==> src/rtl/uart_tx_serialiser_if.sv <==
// rtl/uart_tx_serialiser_if.sv - producer handshake and serial-line bundle for the UART transmitter
interface uart_tx_serialiser_if #(
  parameter int DATA_WIDTH = 8
);
  logic [DATA_WIDTH-1:0] TX_DATA;
  logic                  TX_VALID;
  logic                  TX_READY;
  logic                  TX_SERIAL;
  logic                  TX_BUSY;
  logic                  TX_DONE;

  modport master (
    output TX_DATA, TX_VALID,
    input  TX_READY, TX_SERIAL, TX_BUSY, TX_DONE
  );

  modport slave (
    input  TX_DATA, TX_VALID,
    output TX_READY, TX_SERIAL, TX_BUSY, TX_DONE
  );
endinterface

==> src/rtl/uart_tx_serialiser.sv <==
// rtl/uart_tx_serialiser.sv - start/data(LSB first)/stop UART transmitter with valid/ready intake
// Outputs are registered from the next state so the line changes on the edge after the handshake.
module uart_tx_serialiser #(
  parameter int CLKS_PER_BIT = 100,
  parameter int DATA_WIDTH   = 8
) (
  input logic                 CLK,
  input logic                 RESET,
  uart_tx_serialiser_if.slave tx
);
  localparam int BAUD_W = $clog2(CLKS_PER_BIT);
  localparam int BIT_W  = $clog2(DATA_WIDTH);
  localparam logic [BAUD_W-1:0] BAUD_LAST = BAUD_W'(CLKS_PER_BIT - 1);
  localparam logic [BIT_W-1:0]  BIT_LAST  = BIT_W'(DATA_WIDTH - 1);

  typedef enum logic [1:0] {IDLE, START, DATA, STOP} state_e;

  state_e                state_q, state_d;
  logic [BAUD_W-1:0]     baud_q, baud_d;
  logic [BIT_W-1:0]      bit_q, bit_d;
  logic [DATA_WIDTH-1:0] shift_q, shift_d;
  logic                  serial_q, serial_d;
  logic                  ready_q, ready_d;
  logic                  busy_q, busy_d;
  logic                  done_q, done_d;
  logic                  baud_end;

  assign baud_end = (baud_q == BAUD_LAST);

  always_ff @(posedge CLK) begin
    if (RESET) begin
      state_q  <= IDLE;
      baud_q   <= '0;
      bit_q    <= '0;
      shift_q  <= '0;
      serial_q <= 1'b1;
      ready_q  <= 1'b0;
      busy_q   <= 1'b0;
      done_q   <= 1'b0;
    end else begin
      state_q  <= state_d;
      baud_q   <= baud_d;
      bit_q    <= bit_d;
      shift_q  <= shift_d;
      serial_q <= serial_d;
      ready_q  <= ready_d;
      busy_q   <= busy_d;
      done_q   <= done_d;
    end
  end

  // ready_q gates intake so the first edge out of reset never accepts a word
  always_comb begin
    state_d = state_q;
    baud_d  = baud_q;
    bit_d   = bit_q;
    shift_d = shift_q;
    case (state_q)
      IDLE: begin
        baud_d = '0;
        bit_d  = '0;
        if (tx.TX_VALID && ready_q) begin
          shift_d = tx.TX_DATA;
          state_d = START;
        end
      end
      START: begin
        baud_d = baud_end ? '0 : baud_q + BAUD_W'(1);
        if (baud_end) state_d = DATA;
      end
      DATA: begin
        baud_d = baud_end ? '0 : baud_q + BAUD_W'(1);
        if (baud_end) begin
          shift_d = shift_q >> 1;
          if (bit_q == BIT_LAST) begin
            bit_d   = '0;
            state_d = STOP;
          end else begin
            bit_d = bit_q + BIT_W'(1);
          end
        end
      end
      STOP: begin
        baud_d = baud_end ? '0 : baud_q + BAUD_W'(1);
        if (baud_end) state_d = IDLE;
      end
      default: state_d = IDLE;
    endcase
  end

  always_comb begin
    serial_d = 1'b1;
    ready_d  = 1'b0;
    busy_d   = 1'b1;
    case (state_d)
      IDLE: begin
        ready_d = 1'b1;
        busy_d  = 1'b0;
      end
      START:   serial_d = 1'b0;
      DATA:    serial_d = shift_d[0];
      default: serial_d = 1'b1;
    endcase
    done_d = (state_q == STOP) && (state_d == IDLE);
  end

  assign tx.TX_SERIAL = serial_q;
  assign tx.TX_READY  = ready_q;
  assign tx.TX_BUSY   = busy_q;
  assign tx.TX_DONE   = done_q;
endmodule
==> src/flat_wrapper.sv <==
// flat-port wrapper written by rule: the top's interface ports become plain ports
module uart_tx_serialiser_flat 
#(
  parameter int CLKS_PER_BIT = 100,
  parameter int DATA_WIDTH   = 8
)
  (CLK, RESET, tx_TX_DATA, tx_TX_VALID, tx_TX_READY, tx_TX_SERIAL, tx_TX_BUSY, tx_TX_DONE);
  uart_tx_serialiser_if #(.DATA_WIDTH(DATA_WIDTH)) tx_i ();
  input logic CLK;
  input logic RESET;
  input wire logic [$bits(tx_i.TX_DATA)-1:0] tx_TX_DATA;
  input wire logic [$bits(tx_i.TX_VALID)-1:0] tx_TX_VALID;
  output wire logic [$bits(tx_i.TX_READY)-1:0] tx_TX_READY;
  output wire logic [$bits(tx_i.TX_SERIAL)-1:0] tx_TX_SERIAL;
  output wire logic [$bits(tx_i.TX_BUSY)-1:0] tx_TX_BUSY;
  output wire logic [$bits(tx_i.TX_DONE)-1:0] tx_TX_DONE;
  assign tx_i.TX_DATA = tx_TX_DATA;
  assign tx_i.TX_VALID = tx_TX_VALID;
  assign tx_TX_READY = tx_i.TX_READY;
  assign tx_TX_SERIAL = tx_i.TX_SERIAL;
  assign tx_TX_BUSY = tx_i.TX_BUSY;
  assign tx_TX_DONE = tx_i.TX_DONE;
  uart_tx_serialiser #(.CLKS_PER_BIT(CLKS_PER_BIT), .DATA_WIDTH(DATA_WIDTH)) u_core (.CLK(CLK), .RESET(RESET), .tx(tx_i));
endmodule
==> config.mk <==
export PLATFORM = sky130hd
export DESIGN_NAME = uart_tx_serialiser_flat
export DESIGN_NICKNAME = d
export VERILOG_FILES = /design/src/rtl/uart_tx_serialiser_if.sv /design/src/rtl/uart_tx_serialiser.sv /design/src/flat_wrapper.sv
export SDC_FILE = /design/constraint.sdc
export NUM_CORES = 1
export LEC_CHECK = 0
export BUFFER_PORTS_ARGS = -buffer_cell sky130_fd_sc_hd__buf_2
export CORE_ASPECT_RATIO = 0.8
export CORE_MARGIN = 10
export CORE_UTILIZATION = 49
export DETAILED_ROUTE_END_ITERATION = 16
export GPL_TIMING_DRIVEN = 1
export PLACE_DENSITY = 0.79
export SETUP_SLACK_MARGIN = 0.02
export SLEW_MARGIN = 40
export SYNTH_ARGS = -nofsm -noshare
export SYNTH_HDL_FRONTEND = slang
export SYNTH_SLANG_ARGS = --single-unit
==> constraint.sdc <==
create_clock -name CLK -period 2 [get_ports CLK]
set_clock_uncertainty 0.1 [all_clocks]
set_input_delay 0.1 -clock CLK [delete_from_list [all_inputs] [get_ports CLK]]
set_output_delay 0.1 -clock CLK [all_outputs]
set_load 0.01 [all_outputs]
== Word level (Yosys, flattened, before mapping) ==
Index checks and enable logic that the tools add are counted.

* Flip-flop bits (word level): 24
* Latch bits: 0
* RAM bits: 0
* ROM bits: 0
* Word-level logic and storage cells: 45
* Memories: 0

* Add/sub/neg operators: 2
* Multiply operators: 0
* Div/mod/pow operators: 0
* $lt $le $gt $ge: 0
* Equality and inequality tests: 9
* Shifts and indexed selects: 0
* Muxes and demuxes: 17
* Bitwise gates (word level): 0
* Reduce and logical (&&, ||, !) cells: 8

{| class="wikitable"
|+ Operators by type and width
! cell !! number
|-
| 8-bit 2-to-1 mux || 2
|-
| 8-bit case mux with 2 select lines || 1
|-
| 7-bit case mux with 2 select lines || 1
|-
| 2-bit 2-to-1 mux || 5
|-
| 2-bit case mux with 4 select lines || 1
|-
| 7-bit by 1-bit adder with 7-bit output (second input constant) || 1
|-
| 7-bit == test (second input constant) || 1
|-
| 7-bit 2-to-1 mux || 1
|-
| 2-bit == test (second input constant) || 3
|-
| 3-bit 2-to-1 mux || 2
|-
| 3-bit case mux with 2 select lines || 1
|-
| 2-bit by 1-bit == test with 1-bit output (second input constant) || 2
|-
| 2-bit zero test || 2
|-
| 2-bit by 1-bit inequality test with 1-bit output (second input constant) || 2
|-
| 3-bit by 1-bit adder with 3-bit output (second input constant) || 1
|-
| 3-bit == test (second input constant) || 1
|-
| 3-bit AND reduction || 1
|-
| 3-bit OR reduction || 1
|-
| 1-bit logical AND || 2
|-
| 1-bit 2-to-1 mux || 2
|-
| 1-bit case mux with 2 select lines || 1
|-
| 2-bit AND reduction || 1
|-
| 2-bit nonzero test || 1
|}

== Longest topological paths before layout ==
* Depth in word-level cells: 6
* Depth in mapped cells: 7
* Gate-level depth less buffers: 6

== Least setup slack after synthesis ==
OpenSTA, ideal clock, no wires.

* Path type: register to register
* Start: reg u_core.baud_q[0]
* End: reg u_core.serial_q (netlist: u_core.tx.TX_SERIAL)
* Arrival: 1.824 ns
* Slack: -0.064 ns
* Stages on the path, launching flop included: 7
* Buffers on the path: 1
* Period minus slack after synthesis: 2.064 ns
* Path through: dfxtp_1 ha_1 or4b_1 buf_2 or3_1 a221oi_2 a41oi_1

* Cells in the longest elaborated chain, start to end: 5

{| class="wikitable"
|+ RTL lines
! item !! RTL line !! source
|-
| start, declared || uart_tx_serialiser.sv:19 || <nowiki>logic [BAUD_W-1:0] baud_q, baud_d;</nowiki>
|-
| start signal, assigned || uart_tx_serialiser.sv:42 || <nowiki>baud_q <= baud_d;</nowiki>
|-
| 7-bit == test (*) || uart_tx_serialiser.sv:28 || <nowiki>assign baud_end = (baud_q == BAUD_LAST);</nowiki>
|-
| 2-bit 2-to-1 mux, on equally long branches || uart_tx_serialiser.sv:85, uart_tx_serialiser.sv:69, uart_tx_serialiser.sv:73 ||
|-
| 2-bit case mux with 4 select lines || uart_tx_serialiser.sv:58 || <nowiki>case (state_q)</nowiki>
|-
| 2-bit == test / 2-bit by 1-bit == test with 1-bit output (equally long branches) || uart_tx_serialiser.sv:95 || <nowiki>case (state_d)</nowiki>
|-
| 1-bit case mux with 2 select lines (*) || uart_tx_serialiser.sv:95 ||
|-
| end signal, assigned || uart_tx_serialiser.sv:45 || <nowiki>serial_q <= serial_d;</nowiki>
|-
| end, declared || uart_tx_serialiser.sv:22 || <nowiki>logic serial_q, serial_d;</nowiki>
|}

Mark *: on every way between the ends. The rest lies on a longest branch, timed or not. The select of a mux whose other input is x is not followed.
A chain may end at the register's enable or synchronous reset.

== Worst setup path after layout ==
Ends and elaborated chain as after synthesis.

==> impl_metrics.yaml <==
cts:
  clk-insertion-delay-late_ps: 320
  cts_max_level: 1
  cts_made_buffers: 3
  path_clk_slew_ps: 130
  cts_root_buf: "clkbuf_4"
  tritoncts: "yes"
  clockBufferDepth: 2
  cts.sinks: 24
logic_synthesis:
  synthMuxAreaShare_pct: 0
  synth_top_cell_by_area: "dfxtp_1"
  postSynthCellCount: 126
  async_flop_share_pct: 0
  synth_top_family_by_area: "simple AND/OR/NAND/NOR gates"
  synth-simple-area-share_pct: 24.4
  yosys_warnings: 0
  synth_edf_count: 0
  synth_cell_types: 33
  synth_xor_area_share_pct: 4.02
  yosys_most_used_dff: "dfxtp_1"
  synth-adder-area-share_pct: 3.45
  synth_nets: 140
  syn_area_sq_um: 1090
  synth-seq-cells: 24
  ys_top_cells_by_area: "dfxtp_1 (44%), a21oi_1 (6.4%), nand2_1 (4.5%), nor2_1 (4.5%), a22oi_1 (4.1%)"
  synth_top_cell_area_share_pct: 44.1
  avgSynthCellArea_sq_um: 8.64
  yosysSeqAreaShare_pct: 44.1
  synth_compound_area_share_pct: 20.3
detailed_routing:
  first_pass_iters: 4
  antenna_left: 0
  post-route-drc-count: 0
  viasPerCell: 5.70
  via_count: 975
  wl_per_cell_microns: 14.3
  drt_first_iter_violations: 39
  wl_microns: 2440
global_routing:
  grt_overflow: 0
  grt_usage_pct: 10.1
  antenna_found_initial: 0
  grt_pass1_wl_microns: 3800
  grt_pass1_vias: 876
  grt_max_degree: 20
sta:
  period_minus_slack_ps: 2000
  rsz0062_at_grt: "yes"
  slew-limit-headroom_pct: 65.4
  max_freq_mhz: 500
  whs_ps: 0.00769
  setup_ws_ps: 1.82
  hold_viol_final: 0
  setup_viol: 0
  slew_violations: 0
  fin_crit_sh_pct: 99.9
  tightestPinTransition_ps: 513
critical_path:
  worstPathArrival_ps: 2080
  required_ps: 2080
  cp_max_fo: 5
  end_kind: "register"
  critical_path_class: "reg -> reg"
  cp-start-kind: "register"
layout:
  layout_commonest_cell: "dfxtp_1"
  drive_gt1_share_pct: 21.9
  n_antenna_cell: 0
  final_cell_mix: "dfxtp_1 (22), a21oi_1 (14), buf_2 (14), nand2_1 (13), nor2_1 (12)"
  layout-area-overhead-vs-synth_pct: 23.1
  finish.instance_area_sq_um: 1340
  fin_nets: 161
status:
  status: "complete, no violations"
die:
  rows: 15
  io_pins: 15
  core_area_sq_um: 2140
  die_h_microns: 62.2
  die-area_sq_um: 4520
  die_w_microns: 72.7
  start_util_pct: 50.9
job:
  maxCapViolations: 0
place:
  pre_cts_ws_ps: 22.9
  place_area_sq_um: 1200
  io_buffers: 14
  gp_congestion: 0.835
  post-dp-hpwl_microns: 1790
worst_hold_path:
  min_path_type: "in -> reg"
power:
  finalPower_mw: 0.932
  p_per_area_nw_per_um2: 696
  leakage_nw: 0.484
  ir_worst_vdd_mv: 0.609
[power by group]
group | internal [mW] | switching (mW)
combinational | 0.0408 | 0.0415
sequential | 0.494 | 0.0137
clock | 0.203 | 0.140
total | 0.737 | 0.195
[synthesized netlist by cell type (2+ instances only)]
cell type / instances
and2_1: 4
xnor2_1: 3
or3b_1: 2
a41oi_1: 2
nand2_1: 13
ha_1: 3
a22oi_1: 6
a31oi_1: 2
or3_1: 2
clkbuf_1: 6
a21oi_1: 14
xor2_1: 2
a21boi_0: 2
dfxtp_1: 24
nor2_1: 13
buf_2: 2
and3_1: 2
inv_1: 2
o21ai_0: 5
nand3_1: 3
nor3_1: 2
[sequential cells by signal, summed over array words and instances, names as in the netlist]
register	cells
u_core.tx.TX_SERIAL	1
u_core.baud_q	7
u_core.tx.TX_BUSY	1
u_core.bit_q	3
u_core.shift_q	8
u_core.tx.TX_DONE	1
u_core.tx.TX_READY	1
u_core.state_q	2
[critical path, stage by stage, from the launching register on]
cell,delay [ps]
dfxtp_4,390
ha_4,150
or4b_4,490
or3_4,350
a221oi_2,250
a41oi_1,140
[kinds of logic after synthesis]
family / after synthesis
AND/OR/NAND/NOR: 49
AO/OA/AOI/OAI: 35
flip-flops: 24
buffers and inverters: 10
XOR/XNOR: 5
adder cells (fa/ha/maj): 3
[area by class of cell]
type | count | area (sq um)
flip-flops and latches | 24 | 485
repair buffers | 24 | 160
multi-input cells | 92 | 603
inverters | 2 | 7.51
well taps | 25 | 31.3
clock inverters | 1 | 30.0
fillers | 186 | 800
clock buffers | 3 | 22.5
[routing by layer]
layer / up-vias / share of wire (%) / GRT usage, %
li1: 489 / - / -
met3: 4 / 4.7 / 4.76
met1: 458 / 44 / 11.5
met4: 0 / 1.4 / 2.61
met5: - / 0 / 0
met2: 24 / 50 / 16.6
[worst paths after layout]
path	start	slack, ps	cells past startpoint	endpoint
setup reg to reg	u_core.baud_q[0]	2	5	u_core.tx.TX_SERIAL
hold reg to reg	u_core.baud_q[0]	350	1	u_core.baud_q[0]
hold / removal	tx_TX_DATA[4]	0.008	3	u_core.shift_q[4]
setup / recovery	u_core.baud_q[0]	2	5	u_core.tx.TX_SERIAL
[stage by stage]
step / utilization, % / cells / TNS, ps
after floorplan: - / 126 / 0
after global placement: 56.0 / 160 / 0
after detailed placement: 56.0 / 160 / 0
after CTS: 61.6 / 171 / 0
after global routing: 62.6 / 171 / -58.3
final: 62.6 / 171 / 0
[repair_timing]
action	CTS	global route
endpoints found under the setup margin	1	7
endpoints found under the hold margin	6	0
resized for setup	0	6
hold buffers	6	0
pin swaps	0	2
buffers inserted	1	0
Power figures use the tool's default switching activity.
